**src/rtl/gbuff_reader_pkg.sv**
```systemverilog
// -----------------------------------------------------------------------------
// gbuff_reader_pkg
// Shared widths, FSM state encodings and a small address helper for the
// global-buffer reader. The project-wide widths come from the def.v macros
// (ADDR_WIDTH, WORD_WIDTH, GBRD_FIFO_DEPTH). Fallback values are provided
// here so that the package also elaborates on its own.
// -----------------------------------------------------------------------------
`ifndef ADDR_WIDTH
`define ADDR_WIDTH 6
`endif
`ifndef WORD_WIDTH
`define WORD_WIDTH 16
`endif
`ifndef GBRD_FIFO_DEPTH
`define GBRD_FIFO_DEPTH 4
`endif

package gbuff_reader_pkg;

    localparam int ADDR_WIDTH      = `ADDR_WIDTH;
    localparam int WORD_WIDTH      = `WORD_WIDTH;
    localparam int GBRD_FIFO_DEPTH = `GBRD_FIFO_DEPTH;

    // The length and counters have one extra bit so that a full-buffer
    // transfer (2^ADDR_WIDTH words) can be represented.
    localparam int LEN_WIDTH = ADDR_WIDTH + 1;

    // Controller states
    localparam logic [1:0] ST_IDLE = 2'd0;
    localparam logic [1:0] ST_RUN  = 2'd1;
    localparam logic [1:0] ST_DONE = 2'd2;

    // Buffer address for a given word offset. The address wraps modulo
    // 2^ADDR_WIDTH because only the low bits of the offset are used.
    function automatic logic [ADDR_WIDTH-1:0] buf_addr(
        input logic [ADDR_WIDTH-1:0] base,
        input logic [LEN_WIDTH-1:0]  offset
    );
        return base + offset[ADDR_WIDTH-1:0];
    endfunction

endpackage

```
**src/rtl/sync_fifo.sv**
```systemverilog
// -----------------------------------------------------------------------------
// sync_fifo
// Single-clock FIFO used as the output skid buffer of gbuff_reader.
// Ports:
//   clk_i, rst_ni   : clock, asynchronous active-low reset
//   push_i, data_i  : write request and data
//   pop_i, data_o   : read request and head-of-FIFO data
//   full_o, empty_o : occupancy flags
//   count_o         : number of stored entries (0..DEPTH)
// A push on a full FIFO is accepted when a pop happens in the same cycle.
// -----------------------------------------------------------------------------
module sync_fifo #(
    parameter int WIDTH = 16,
    parameter int DEPTH = 4
) (
    input  logic                     clk_i,
    input  logic                     rst_ni,
    input  logic                     push_i,
    input  logic [WIDTH-1:0]         data_i,
    input  logic                     pop_i,
    output logic [WIDTH-1:0]         data_o,
    output logic                     full_o,
    output logic                     empty_o,
    output logic [$clog2(DEPTH):0]   count_o
);

    localparam int PW = $clog2(DEPTH);
    localparam int CW = PW + 1;

    logic [WIDTH-1:0] r_mem [DEPTH];
    logic [PW-1:0]    r_wr_ptr;
    logic [PW-1:0]    r_rd_ptr;
    logic [CW-1:0]    r_count;

    logic             w_do_pop;
    logic             w_do_push;

    assign empty_o   = (r_count == {CW{1'b0}});
    assign full_o    = (r_count == CW'(DEPTH));
    assign count_o   = r_count;
    assign data_o    = r_mem[r_rd_ptr];
    assign w_do_pop  = pop_i && !empty_o;
    assign w_do_push = push_i && (!full_o || w_do_pop);

    // Storage array write
    always_ff @(posedge clk_i or negedge rst_ni) begin
        if (!rst_ni) begin
            for (int i = 0; i < DEPTH; i++) begin
                r_mem[i] <= {WIDTH{1'b0}};
            end
        end else if (w_do_push) begin
            r_mem[r_wr_ptr] <= data_i;
        end
    end

    // Pointers and occupancy counter; DEPTH is a power of two so the
    // pointers wrap naturally.
    always_ff @(posedge clk_i or negedge rst_ni) begin
        if (!rst_ni) begin
            r_wr_ptr <= {PW{1'b0}};
            r_rd_ptr <= {PW{1'b0}};
            r_count  <= {CW{1'b0}};
        end else begin
            if (w_do_push) begin
                r_wr_ptr <= r_wr_ptr + PW'(1);
            end
            if (w_do_pop) begin
                r_rd_ptr <= r_rd_ptr + PW'(1);
            end
            case ({w_do_push, w_do_pop})
                2'b10:   r_count <= r_count + CW'(1);
                2'b01:   r_count <= r_count - CW'(1);
                default: r_count <= r_count;
            endcase
        end
    end

endmodule

```
**src/rtl/gbuff_reader.sv**
```systemverilog
// -----------------------------------------------------------------------------
// gbuff_reader
// Reads len_i consecutive words of a synchronous global buffer starting at
// base_addr_i and streams them out on a valid/ready interface, with m_last_o
// marking the final word.
// Ports:
//   clk_i, rst_ni                 : clock, asynchronous active-low reset
//   start_i, base_addr_i, len_i   : transfer request (ignored while busy)
//   busy_o, done_o                : transfer active / one-cycle completion
//   gb_en_o, gb_we_o, gb_addr_o   : buffer read port (write enable tied 0)
//   gb_data_i                     : buffer data, valid one cycle after a read
//   m_valid_o, m_ready_i,
//   m_data_o, m_last_o            : output stream
// Reads are throttled so that buffered plus in-flight words never exceed the
// skid FIFO depth; returning data is therefore always accepted.
// -----------------------------------------------------------------------------
module gbuff_reader
    import gbuff_reader_pkg::*;
#(
    parameter int FIFO_DEPTH = GBRD_FIFO_DEPTH
) (
    input  logic                  clk_i,
    input  logic                  rst_ni,
    input  logic                  start_i,
    input  logic [ADDR_WIDTH-1:0] base_addr_i,
    input  logic [ADDR_WIDTH:0]   len_i,
    output logic                  busy_o,
    output logic                  done_o,
    output logic                  gb_en_o,
    output logic                  gb_we_o,
    output logic [ADDR_WIDTH-1:0] gb_addr_o,
    input  logic [WORD_WIDTH-1:0] gb_data_i,
    output logic                  m_valid_o,
    input  logic                  m_ready_i,
    output logic [WORD_WIDTH-1:0] m_data_o,
    output logic                  m_last_o
);

    localparam int CW = $clog2(FIFO_DEPTH) + 1;

    logic [1:0]            r_state;
    logic [ADDR_WIDTH-1:0] r_base;
    logic [LEN_WIDTH-1:0]  r_len;
    logic [LEN_WIDTH-1:0]  r_issued;
    logic [LEN_WIDTH-1:0]  r_popped;
    logic                  r_rd_pend;
    logic                  r_gb_en;
    logic [ADDR_WIDTH-1:0] r_gb_addr;
    logic                  r_busy;
    logic                  r_done;

    logic [1:0]            w_state_nxt;
    logic [ADDR_WIDTH-1:0] w_base_nxt;
    logic [LEN_WIDTH-1:0]  w_len_nxt;
    logic [LEN_WIDTH-1:0]  w_issued_nxt;
    logic [LEN_WIDTH-1:0]  w_popped_nxt;
    logic                  w_gb_en_nxt;
    logic [ADDR_WIDTH-1:0] w_gb_addr_nxt;
    logic [CW:0]           w_committed_nxt;

    logic [WORD_WIDTH-1:0] w_fifo_data;
    logic                  w_fifo_full;
    logic                  w_fifo_empty;
    logic [CW-1:0]         w_fifo_count;
    logic                  w_push;
    logic                  w_pop;
    logic                  w_last;

    assign w_pop  = !w_fifo_empty && m_ready_i;
    assign w_last = !w_fifo_empty && (r_popped == (r_len - LEN_WIDTH'(1)));
    // The throttle keeps the FIFO from being full without a pop when data
    // returns; the guard mirrors the FIFO's own acceptance rule.
    assign w_push = r_rd_pend && (!w_fifo_full || w_pop);

    // Words that will occupy the FIFO next cycle: stored words after this
    // cycle's push/pop, plus the read being issued now (it lands next cycle).
    assign w_committed_nxt = {1'b0, w_fifo_count}
                           + {{CW{1'b0}}, r_rd_pend}
                           + {{CW{1'b0}}, r_gb_en}
                           - {{CW{1'b0}}, w_pop};

    // Next-state, transfer bookkeeping and next read decision
    always_comb begin
        w_state_nxt  = r_state;
        w_base_nxt   = r_base;
        w_len_nxt    = r_len;
        w_issued_nxt = r_issued;
        w_popped_nxt = r_popped;
        case (r_state)
            ST_IDLE: begin
                if (start_i) begin
                    w_base_nxt   = base_addr_i;
                    w_len_nxt    = len_i;
                    w_issued_nxt = {LEN_WIDTH{1'b0}};
                    w_popped_nxt = {LEN_WIDTH{1'b0}};
                    if (len_i == {LEN_WIDTH{1'b0}}) begin
                        w_state_nxt = ST_DONE;
                    end else begin
                        w_state_nxt = ST_RUN;
                    end
                end else begin
                    w_state_nxt = ST_IDLE;
                end
            end
            ST_RUN: begin
                if (r_gb_en) begin
                    w_issued_nxt = r_issued + LEN_WIDTH'(1);
                end else begin
                    w_issued_nxt = r_issued;
                end
                if (w_pop) begin
                    w_popped_nxt = r_popped + LEN_WIDTH'(1);
                end else begin
                    w_popped_nxt = r_popped;
                end
                if (w_pop && w_last) begin
                    w_state_nxt = ST_DONE;
                end else begin
                    w_state_nxt = ST_RUN;
                end
            end
            ST_DONE: begin
                w_state_nxt = ST_IDLE;
            end
            default: begin
                w_state_nxt = ST_IDLE;
            end
        endcase

        w_gb_en_nxt = (w_state_nxt == ST_RUN)
                   && (w_issued_nxt < w_len_nxt)
                   && (w_committed_nxt < (CW+1)'(FIFO_DEPTH));
        if (w_gb_en_nxt) begin
            w_gb_addr_nxt = buf_addr(w_base_nxt, w_issued_nxt);
        end else begin
            w_gb_addr_nxt = r_gb_addr;
        end
    end

    // Controller registers and registered buffer/status outputs
    always_ff @(posedge clk_i or negedge rst_ni) begin
        if (!rst_ni) begin
            r_state   <= ST_IDLE;
            r_base    <= {ADDR_WIDTH{1'b0}};
            r_len     <= {LEN_WIDTH{1'b0}};
            r_issued  <= {LEN_WIDTH{1'b0}};
            r_popped  <= {LEN_WIDTH{1'b0}};
            r_rd_pend <= 1'b0;
            r_gb_en   <= 1'b0;
            r_gb_addr <= {ADDR_WIDTH{1'b0}};
            r_busy    <= 1'b0;
            r_done    <= 1'b0;
        end else begin
            r_state   <= w_state_nxt;
            r_base    <= w_base_nxt;
            r_len     <= w_len_nxt;
            r_issued  <= w_issued_nxt;
            r_popped  <= w_popped_nxt;
            r_rd_pend <= r_gb_en;
            r_gb_en   <= w_gb_en_nxt;
            r_gb_addr <= w_gb_addr_nxt;
            r_busy    <= (w_state_nxt != ST_IDLE);
            r_done    <= (w_state_nxt == ST_DONE);
        end
    end

    sync_fifo #(
        .WIDTH (WORD_WIDTH),
        .DEPTH (FIFO_DEPTH)
    ) u_fifo (
        .clk_i   (clk_i),
        .rst_ni  (rst_ni),
        .push_i  (w_push),
        .data_i  (gb_data_i),
        .pop_i   (w_pop),
        .data_o  (w_fifo_data),
        .full_o  (w_fifo_full),
        .empty_o (w_fifo_empty),
        .count_o (w_fifo_count)
    );

    assign busy_o    = r_busy;
    assign done_o    = r_done;
    assign gb_en_o   = r_gb_en;
    assign gb_we_o   = 1'b0;
    assign gb_addr_o = r_gb_addr;
    assign m_valid_o = !w_fifo_empty;
    assign m_data_o  = w_fifo_empty ? {WORD_WIDTH{1'b0}} : w_fifo_data;
    assign m_last_o  = w_last;

endmodule

```
**config.mk**
```make
export PLATFORM = sky130hd
export DESIGN_NAME = gbuff_reader
export DESIGN_NICKNAME = d
export VERILOG_FILES = /design/src/rtl/gbuff_reader_pkg.sv /design/src/rtl/sync_fifo.sv /design/src/rtl/gbuff_reader.sv
export SDC_FILE = /design/constraint.sdc
export NUM_CORES = 1
export LEC_CHECK = 0
export BUFFER_PORTS_ARGS = -buffer_cell sky130_fd_sc_hd__buf_2
export CAP_MARGIN = 20
export CORE_ASPECT_RATIO = 1.75
export CORE_MARGIN = 8
export CORE_UTILIZATION = 45
export DETAILED_ROUTE_END_ITERATION = 10
export GPL_TIMING_DRIVEN = 0
export PLACE_DENSITY_LB_ADDON = 0.12
export RECOVER_POWER = 100
export SLEW_MARGIN = 10
export SYNTH_ARGS = -nofsm -noshare
export SYNTH_HDL_FRONTEND = slang
export SYNTH_HIERARCHICAL = 1
export SYNTH_SLANG_ARGS = --single-unit
export TNS_END_PERCENT = 100
```
**constraint.sdc**
```tcl
create_clock -name clk_i -period 9.2 [get_ports clk_i]
set_clock_uncertainty 0.2 [all_clocks]
set_input_delay 0.92 -clock clk_i [delete_from_list [all_inputs] [get_ports clk_i]]
set_output_delay 0.92 -clock clk_i [all_outputs]
set_load 0.02 [all_outputs]
```
**Word-level counts from Yosys, hierarchy flattened**

Cells that the tools add are included.

- Add/sub/neg operators: 11
- Multipliers: 0
- Divide/modulo/power cells: 0
- Order comparisons: 5
- Eq/ne operators: 9
- Shift-type cells: 0
- Mux-type cells: 22
- Bitwise gates (word level): 2
- Reductions and logical operators: 20

Operators with widths:

| operator | number |
|---|---|
| $bwmux 64 | 1 |
| $mux 16 | 4 |
| $mux 7 | 6 |
| $bmux 16 s2 | 1 |
| $demux 16 s2 | 1 |
| $pmux 7 s2 | 2 |
| $add 7x1->7 const B | 2 |
| $mux 6 | 2 |
| $logic_and 1x1->1 | 9 |
| $eq 7x7->1 | 1 |
| $logic_not 7->1 | 1 |
| $lt 7x7->1 | 1 |
| $sub 7x1->7 const B | 1 |
| $add 6x6->6 | 1 |
| $eq 2x1->1 const B | 3 |
| $ge 3x3->1 const B | 2 |
| $mux 2 | 3 |
| $not 2->3 | 2 |
| $pmux 3 s2 | 1 |
| $reduce_bool 2->1 | 3 |
| $add 2x1->2 const B | 2 |
| $add 3x1->4 | 1 |
| $add 4x1->4 | 1 |
| $eq 2x2->1 const B | 2 |
| 14 further kinds | 16 |

- Bits in registers: 110
- Latch bits: 0
- Bits in writable memories: 0
- Bits in read-only memories: 0
- Bits of input ports: 33
- Output and inout bits: 28
- Word-level logic and storage cells: 86
- Memories: 0

**Longest topological paths before layout**

Gate-level depths: netlist (run 1).

- Word-level depth: 9
- Mapped depth: 13
- Depth with buffers taken out: 12

**By module**

The synthesis (run 1) kept the hierarchy.

By module, submodules not included:

| module | times used | cells an instance | area an instance (µm²) | seq. area each (µm²) |
|---|---|---|---|---|
| sync_fifo | 1 | 193 | 3194.3 | 1776.7 |
| gbuff_reader | 1 | 247 | 2468.6 | 975.9 |

**Least setup slack after synthesis (run 1)**

OpenSTA, ideal clock, no wires.

- Kind: register to register
- Start: register u_fifo.r_count[1] (netlist: u_fifo/count_o[1])
- End: register r_gb_addr[0] (netlist: gb_addr_o[0])
- Library setup time: 0.125 ns
- Arrival time: 3.294 ns
- Data required time: 8.875 ns
- Slack: 5.581 ns
- Stages on the path, launching flop included: 14
- Path buffers: 1
- Period minus slack after synthesis: 3.619 ns
- Cells stage by stage: dfrtp_1 nor3_1 nand2b_1 inv_1 ha_1 inv_1 ha_1 a21o_1 a2111oi_0 a31oi_1 a211oi_1 and3_1 buf_6 mux2_4

- Word-level cells in the longest chain between the ends: 9
- Elaborated cells on any way between the ends: 14
- Those cells by class: add/sub (3); order compare (1); eq/ne (1); mux (2); reduce/logical (7)

RTL lines:

| item | line | text |
|---|---|---|
| start, declared | sync_fifo.sv:33 | `logic [CW-1:0] r_count;` |
| start signal, assigned | sync_fifo.sv:62 | `r_count <= {CW{1'b0}};` |
| start signal, assigned | sync_fifo.sv:71 | `2'b10: r_count <= r_count + CW'(1);` |
| start signal, assigned | sync_fifo.sv:72 | `2'b01: r_count <= r_count - CW'(1);` |
| $logic_not 3->1 * | sync_fifo.sv:38 | `assign empty_o = (r_count == {CW{1'b0}});` |
| named net w_fifo_empty | gbuff_reader.sv:63 | `logic w_fifo_empty;` |
| $logic_not 1->1 * | gbuff_reader.sv:69 | `assign w_pop = !w_fifo_empty && m_ready_i;` |
| $logic_and 1x1->1 * | gbuff_reader.sv:69 |  |
| named net w_pop | gbuff_reader.sv:66 | `logic w_pop;` |
| branches (longest 5 deep; another with $sub 4x1->4) | - |  |
| $logic_and 1x1->1 * | gbuff_reader.sv:132 | `&& (w_committed_nxt < (CW+1)'(FIFO_DEPTH));` |
| named net w_gb_en_nxt | gbuff_reader.sv:57 | `logic w_gb_en_nxt;` |
| end signal, assigned | gbuff_reader.sv:150 | `r_gb_addr <= {ADDR_WIDTH{1'b0}};` |
| end signal, assigned | gbuff_reader.sv:161 | `r_gb_addr <= w_gb_addr_nxt;` |
| end, declared | gbuff_reader.sv:48 | `logic [ADDR_WIDTH-1:0] r_gb_addr;` |

Mark *: on every way through the listed nets, which the timed path passes.
A chain may end at the register's enable or synchronous reset.

**Worst setup path after layout (run 1)**

- Start: input port start_i
- End: register r_gb_addr[4] (netlist: gb_addr_o[4])

- Word-level cells in the longest chain between the ends: 5
- Elaborated cells on any way between the ends: 13
- Those cells by class: add/sub (1); order compare (1); eq/ne (1); mux (8); reduce/logical (2)

RTL lines:

| item | line | text |
|---|---|---|
| start, declared | gbuff_reader.sv:24 | `input logic start_i,` |
| $mux 7 or $mux 2 (tied branches) | gbuff_reader.sv:91 | `if (start_i) begin` |
| $pmux 7 s2, or another cell as far along | gbuff_reader.sv:89 | `case (r_state)` |
| $lt 7x7->1 or $eq 2x1->1 (tied branches) | gbuff_reader.sv:131, gbuff_reader.sv:130 |  |
| $logic_and 1x1->1 * | gbuff_reader.sv:131 | `&& (w_issued_nxt < w_len_nxt)` |
| $logic_and 1x1->1 * | gbuff_reader.sv:132 |  |
| named net w_gb_en_nxt | gbuff_reader.sv:57 |  |

Mark *: on every way through the listed nets, which the timed path passes. The rest lies on a longest branch.

==> run metrics, run 1 <==
status complete, but fails checks; failing checks capacitance limit, slew limit; Pins Over Slew Limit 37; Layout Cells excl Fill 685; TritonCTS Sinks 110; compound-cell area share of the yosys netlist 5.082%; PostCTS Resize Cnt 0; post-synthesis sequential area ratio 48.61%; Clock transition at path regs 0.08 ns; final hold viol count 0; relative slew slack -37.14%; Data required, critical path 9.24 ns; Max-Cap Viols 1; largest family of logic cells by synthesized area multiplexers; drt drc 0; die width 100.8 um; Routed WL 12.10 mm; ranking of synthesized cells by area dfrtp_1 (49%), mux2_2 (13%), mux4_2 (6.4%); CTS Buf Count 9; H-tree depth 3; synth-to-layout area growth 12.17%; TritonCTS clock tree done; hold_buf cts 0; Root Buffer clkbuf_16; main flop type after synthesis dfrtp_1; vias 3599; #FFs+latches synth 110; Inst Count DP 669; Hold/Removal Path Class flip-flop to flip-flop; Ant. Diodes 0; Avg Cell Area, Syn 12.87 um^2; fmax 225.7 MHz; Worst Path Arrival 4.47 ns; port bufs 59; post-synthesis mux area share 22.49%; largest net degree at the start of global routing 75; CP endpoint kind flip-flop; initial antenna violation count 0; dominant cell type by area after synthesis dfrtp_1; syn nets 498; peak supply drop 0.1672 mV; crit path time final 4.431 ns; CP Max Fanout 10; die height 164.4 um; critical path class primary input to flip-flop; crit share post-route 48.17%; Placer Congestion 0.7695; Post-Synth Adder-Cell Area 5.789%; Post-Synth XOR/XNOR Area 4.507%; unrepaired setup endpoints after global routing false; post-CTS setup buffer count 0; total global routing track utilization 15.62%; Via density 5.254; critical path launch point type primary input; NumNets Final 570; gr ovfl total 0; DRT antenna net count 0; Clock Path Buffers 2; setup_tns 0 ns; Site Rows 54; layout cells sized above 1 26.11%; clk_lat worst skew 0.35 ns; FFs w/ async S/R, synth 100.0%; Final Setup Violations 0; drt first pass iters 4; synth unique cells 50; IO Count 61; Avg WL per Cell 17.66 um; core area 12360 um^2; Pwr Density 367.7 nW/um^2; Die ar. 16570 um^2; post-synthesis simple-gate area fraction 10.05%; synthesized area 5663 um^2; P_leak 2.907 nW; global-route wire length before repair 19.82 mm; top-area cell type share of the netlist area 48.61%; vias in the first global route 3805; Mapped Cells 440; Initial Util 45.80%; detailed placement HPWL 8.831 mm; FILL cells 1123; Ys Warns 6; Iter 0 DRT Violations 83; Post-synth EDFFs 0; Slew @ Worst Pin 2.057 ns
==> worst max-delay path, stage by stage <==
cell	delay (ns)
clkbuf_1	0.14
nor3b_1	0.44
clkbuf_1	0.54
mux2i_1	0.33
ha_1	0.28
a21o_1	0.16
a21o_1	0.17
a221o_1	0.29
a211oi_1	0.23
and3_1	0.22
clkbuf_1	0.36
mux2_1	0.36
==> cell type report <==
type	count	area [um^2]	area share, %
sequential	110	2753	43.33
multi-input combinational	291	2643	41.60
timing repair buffer	61	292.8	4.609
clock buffer	9	225.2	3.545
tap	168	210.2	3.309
inverter	24	90.09	1.418
clock inverter	7	77.57	1.221
buffer	15	61.31	0.9651
==> cell usage after synthesis, types with 3 or more instances <==
cell and instances:
mux2_2 66, nand3_1 7, mux2i_1 8, o21bai_1 3
mux2_4 6, buf_2 4, nor3_1 5, o21ai_0 4
buf_6 5, nand2b_1 3, xnor2_1 14, a21o_1 6
ha_1 23, nor2_2 4, inv_1 24, nor2b_1 19
and4_1 3, a31oi_1 3, nand2_1 34, xor2_1 10
dfrtp_1 110, mux4_2 16, a21oi_1 10, nor2_1 14
clkbuf_1 5
==> routing by layer <==
metal | part of all wire, % | wire length [um] | global-route usage [%] | up-vias
li1 | - | - | - | 1702
met1 | 39 | 4777 | 16.69 | 1839
met2 | 56 | 6718 | 29.18 | 50
met3 | 3.9 | 466 | 3.546 | 8
met4 | 1.1 | 134 | 4.983 | 0
met5 | 0 | 0 | 0 | -
==> final timing paths <==
kind	start	endpoint	slack, ns	cells after the start
min in group asynchronous	rst_ni	gb_addr_o[3]	0.95	1
max reg2reg	r_state[1]	gb_addr_o[4]	5.02	11
min reg2reg	r_base[5]	r_base[5]	0.29	2
max	start_i	gb_addr_o[4]	4.77	12
max in group asynchronous	rst_ni	u_fifo/r_mem[53]	6.67	2
min	r_base[5]	r_base[5]	0.29	2
==> through the flow <==
stage	power [mW]	hold slack [ns]	worst slack [ns]	util, %	cell area [um^2]
3_5_place_dp	2.074	0.2677	4.964	50.20	6207
5_1_grt	2.519	0.3058	4.479	51.38	6352
4_1_cts	2.474	0.2603	5.280	52.65	6510
2_1_floorplan	1.746	0.2423	5.581	-	5663
3_3_place_gp	2.028	0.2615	4.697	49.89	6168
6_report	2.336	0.2880	4.769	51.38	6352
==> where the power goes <==
part | leakage [nW] | total (mW) | internal (mW) | switching (mW)
sequential | 1.35 | 0.850 | 0.707 | 0.144
combinational | 1.41 | 1.10 | 0.531 | 0.567
clock | 0.149 | 0.387 | 0.193 | 0.194
total | 2.91 | 2.34 | 1.43 | 0.905
==> registers in the layout, indices dropped and copies added (netlist names) <==
signal,count
u_fifo/r_mem,64
r_issued,7
r_len,7
r_popped,7
gb_addr_o,6
r_base,6
u_fifo/count_o,3
r_state,2
u_fifo/r_rd_ptr,2
u_fifo/r_wr_ptr,2
busy_o,1
done_o,1
gb_en_o,1
r_rd_pend,1
==> cell families after synthesis <==
| kind of cell | after synthesis |
|---|---|
| adder cells (fa/ha/maj) | 25 |
| AND/OR/NAND/NOR | 103 |
| multiplexers | 96 |
| AO/OA/AOI/OAI | 40 |
| other | 1 |
| XOR/XNOR | 26 |
| flip-flops | 110 |
| buffers and inverters | 39 |
==> placed cells by master, fill, tap and decap left out, types with 3 or more instances in the layout <==
cell type / instances
clkbuf_16: 9
ha_1: 23
mux2i_1: 8
and4_1: 3
o21ai_0: 4
xor2_1: 10
mux2_2: 66
nor3_1: 5
nand3_1: 7
xnor2_1: 14
mux2_1: 6
inv_1: 24
nor3b_1: 3
dfrtp_1: 110
a31oi_1: 3
nor2_1: 18
o21bai_1: 3
buf_2: 33
mux4_2: 16
a21oi_1: 10
nand2b_1: 3
nand2_1: 34
clkbuf_1: 41
nor2b_1: 19
a21o_1: 6
Power figures use the tool's default switching activity.
==> inputs of run 2 (changes only) <==
==> constraint.sdc (replaced) <==
create_clock -name clk_i -period 3.75 [get_ports clk_i]
set_clock_uncertainty 0.2 [all_clocks]
set_input_delay 0.375 -clock clk_i [delete_from_list [all_inputs] [get_ports clk_i]]
set_output_delay 0.375 -clock clk_i [all_outputs]
set_load 0.02 [all_outputs]
==> run 2 against run 1 <==
The flow still finishes with violations (capacitance limit, slew limit). Critical path depth is 2 lower. Power grew to 2.5 times the previous value. Critical path type is now flip-flop to flip-flop. Worst hold slack got worse by 0.24 ns. Routed wire length unchanged. Register-to-register slack lost 4.9 ns. Count of clock-buffer cells in the layout unchanged. Largest power group unchanged.
==> run metrics, run 2 (synthesized netlist as in run 1, its figures left out) <==
status complete, but fails checks; failing checks capacitance limit, slew limit; Die ar. 16570 um^2 (unchanged); drt first pass iters 4 (unchanged); synth-to-layout area growth 14.23%; worst r2r dst gb_addr_o[1]; Placer Congestion 0.7695 (unchanged); initial antenna violation count 0 (unchanged); detailed placement HPWL 8.831 mm (unchanged); die height 164.4 um (unchanged); max reg flops 64 (unchanged); most flop-heavy register u_fifo/r_mem; Critical R2R Launch r_state[1]; Clock Path Buffers 2 (unchanged); final hold viol count 0 (unchanged); Avg WL per Cell 17.63 um (-0.15%); most common cell after layout, fill and taps aside dfrtp_1; unrepaired setup endpoints after global routing false; port bufs 59 (unchanged); Max-Cap Viols 1 (unchanged); Layout Cells excl Fill 686 (+0.15%); critical path launch point type flip-flop; Pins Over Slew Limit 37 (unchanged); Via density 5.245 (-0.17%); CP Max Fanout 7 (-3); Final Setup Violations 0 (unchanged); post-CTS setup buffer count 0 (unchanged); core area 12360 um^2 (unchanged); gr ovfl total 0 (unchanged); Iter 0 DRT Violations 79 (-4.8%); FILL cells 1103 (-1.8%); IO Count 61 (unchanged); DRT antenna net count 0 (unchanged); H-tree depth 3 (unchanged); vias 3598 (-0.028%); Root Buffer clkbuf_16; Ant. Diodes 0 (unchanged); CP endpoint kind flip-flop; CP startpoint r_state[1]; TritonCTS Sinks 110 (unchanged); NumNets Final 571 (+0.18%); layout cells sized above 1 30.50% (+4.4 points); Hold/Removal Path Class primary input to flip-flop; worst reg2reg setup slack 0.14 ns (-4.88 ns); vias in the first global route 3809 (+0.11%); CTS Buf Count 9 (unchanged); Critical Path Sink gb_addr_o[1]; relative slew slack -38.62% (-1.5 points); total global routing track utilization 15.62% (about the same); die width 100.8 um (unchanged); Inst Count DP 669 (unchanged); fmax 276.8 MHz; Worst Path Arrival 3.65 ns (-0.82 ns); setup_tns 0 ns (unchanged); Routed WL 12.10 mm (unchanged); Hold WS 0.04946 ns (-0.2385 ns); Site Rows 54 (unchanged); r2r worst-path depth 10 (-1); most frequent cells in the layout dfrtp_1 (107), mux2_2 (66), buf_2 (35), nand2_1 (34), clkbuf_1 (34); crit path time final 3.613 ns; Pwr Density 909.9 nW/um^2 (+150%); global-route wire length before repair 19.83 mm (about the same); drt drc 0 (unchanged); crit share post-route 96.34%; Clock transition at path regs 0.08 ns (about the same); clk_lat worst skew 0.35 ns (about the same); Design Power 5.886 mW (+150%); critical path class flip-flop to flip-flop; Data required, critical path 3.79 ns (-5.45 ns); Initial Util 45.80% (unchanged); peak supply drop 0.4132 mV (+150%); P_leak 2.981 nW (+2.5%); largest net degree at the start of global routing 75 (unchanged); Slew @ Worst Pin 2.079 ns (+0.02232 ns); TritonCTS clock tree done
## run 2: changes by cell type in the layout (fill, tap and decap cells not counted), moves of 2 or more
cell and change:
clkbuf_1 -7, mux2_4 +6, mux2_1 -6, dfrtp_2 +3, buf_2 +2, dfrtp_1 -3
clkbuf_2 +3
## run 2: how the worst min path moves through the flow
stage	startpoint	end	slack (ns)	cells past startpoint
2_1_floorplan	rst_ni	busy_o	-0.12	0
3_3_place_gp	r_base[4]	r_base[4]	0.26	2
3_5_place_dp	rst_ni	gb_addr_o[5]	0.1	1
4_1_cts	base_addr_i[5]	r_base[5]	0.03	3
5_1_grt	base_addr_i[5]	r_base[5]	0.06	3
6_report	base_addr_i[4]	r_base[4]	0.05	3
## run 2: stage by stage
step	setup WS, ns	area [um^2]	util [%]
after global routing	0.02748	6469	52.32
after detailed placement	-0.1596	6207	50.20
after floorplan	0.1308	5663	-
after global placement	-0.7529	6168	49.89
after CTS	0.03628	6534	52.84
final	0.1373	6469	52.32
## run 2: layout make-up
class | count | area [um^2] | share of cell area [%]
Sequential cell | 110 | 2756 | 42.61
Clock inverter | 7 | 77.57 | 1.199
Inverter | 24 | 90.09 | 1.393
Clock buffer | 9 | 225.2 | 3.482
Tap cell | 168 | 210.2 | 3.250
Timing Repair Buffer | 62 | 305.3 | 4.720
Buffer | 15 | 76.32 | 1.180
Multi-Input combinational cell | 291 | 2728 | 42.17
## run 2: layer usage
metal / vias up / part of all wire, % / global-route usage (%)
met5: - / 0 / 0
met4: 0 / 1.1 / 4.983
met3: 8 / 3.9 / 3.546
met2: 56 / 56 / 29.21
met1: 1837 / 39 / 16.69
li1: 1697 / - / -
## run 2: worst max-delay path: stages (launching register included)
cell and delay, ns:
dfrtp_1 0.49, nand2b_1 0.31, o311ai_0 0.46, o41ai_2 0.22
ha_1 0.33, and4_1 0.21, a221o_1 0.35, a211oi_1 0.23
and3_1 0.24, buf_6 0.17, mux2_4 0.30
## run 2: repair_timing
action,CTS,global route
pin swaps,0,0
hold buffers,1,0
resized for setup,4,14
setup endpoints to repair,6,6
endpoints found under the hold margin,36,0
## run 2: where the power goes
part | total (mW) | switching (mW) | internal [mW]
registers | 2.11 | 0.370 | 1.74
clock network | 0.948 | 0.474 | 0.475
logic | 2.83 | 1.42 | 1.42
total | 5.89 | 2.26 | 3.63
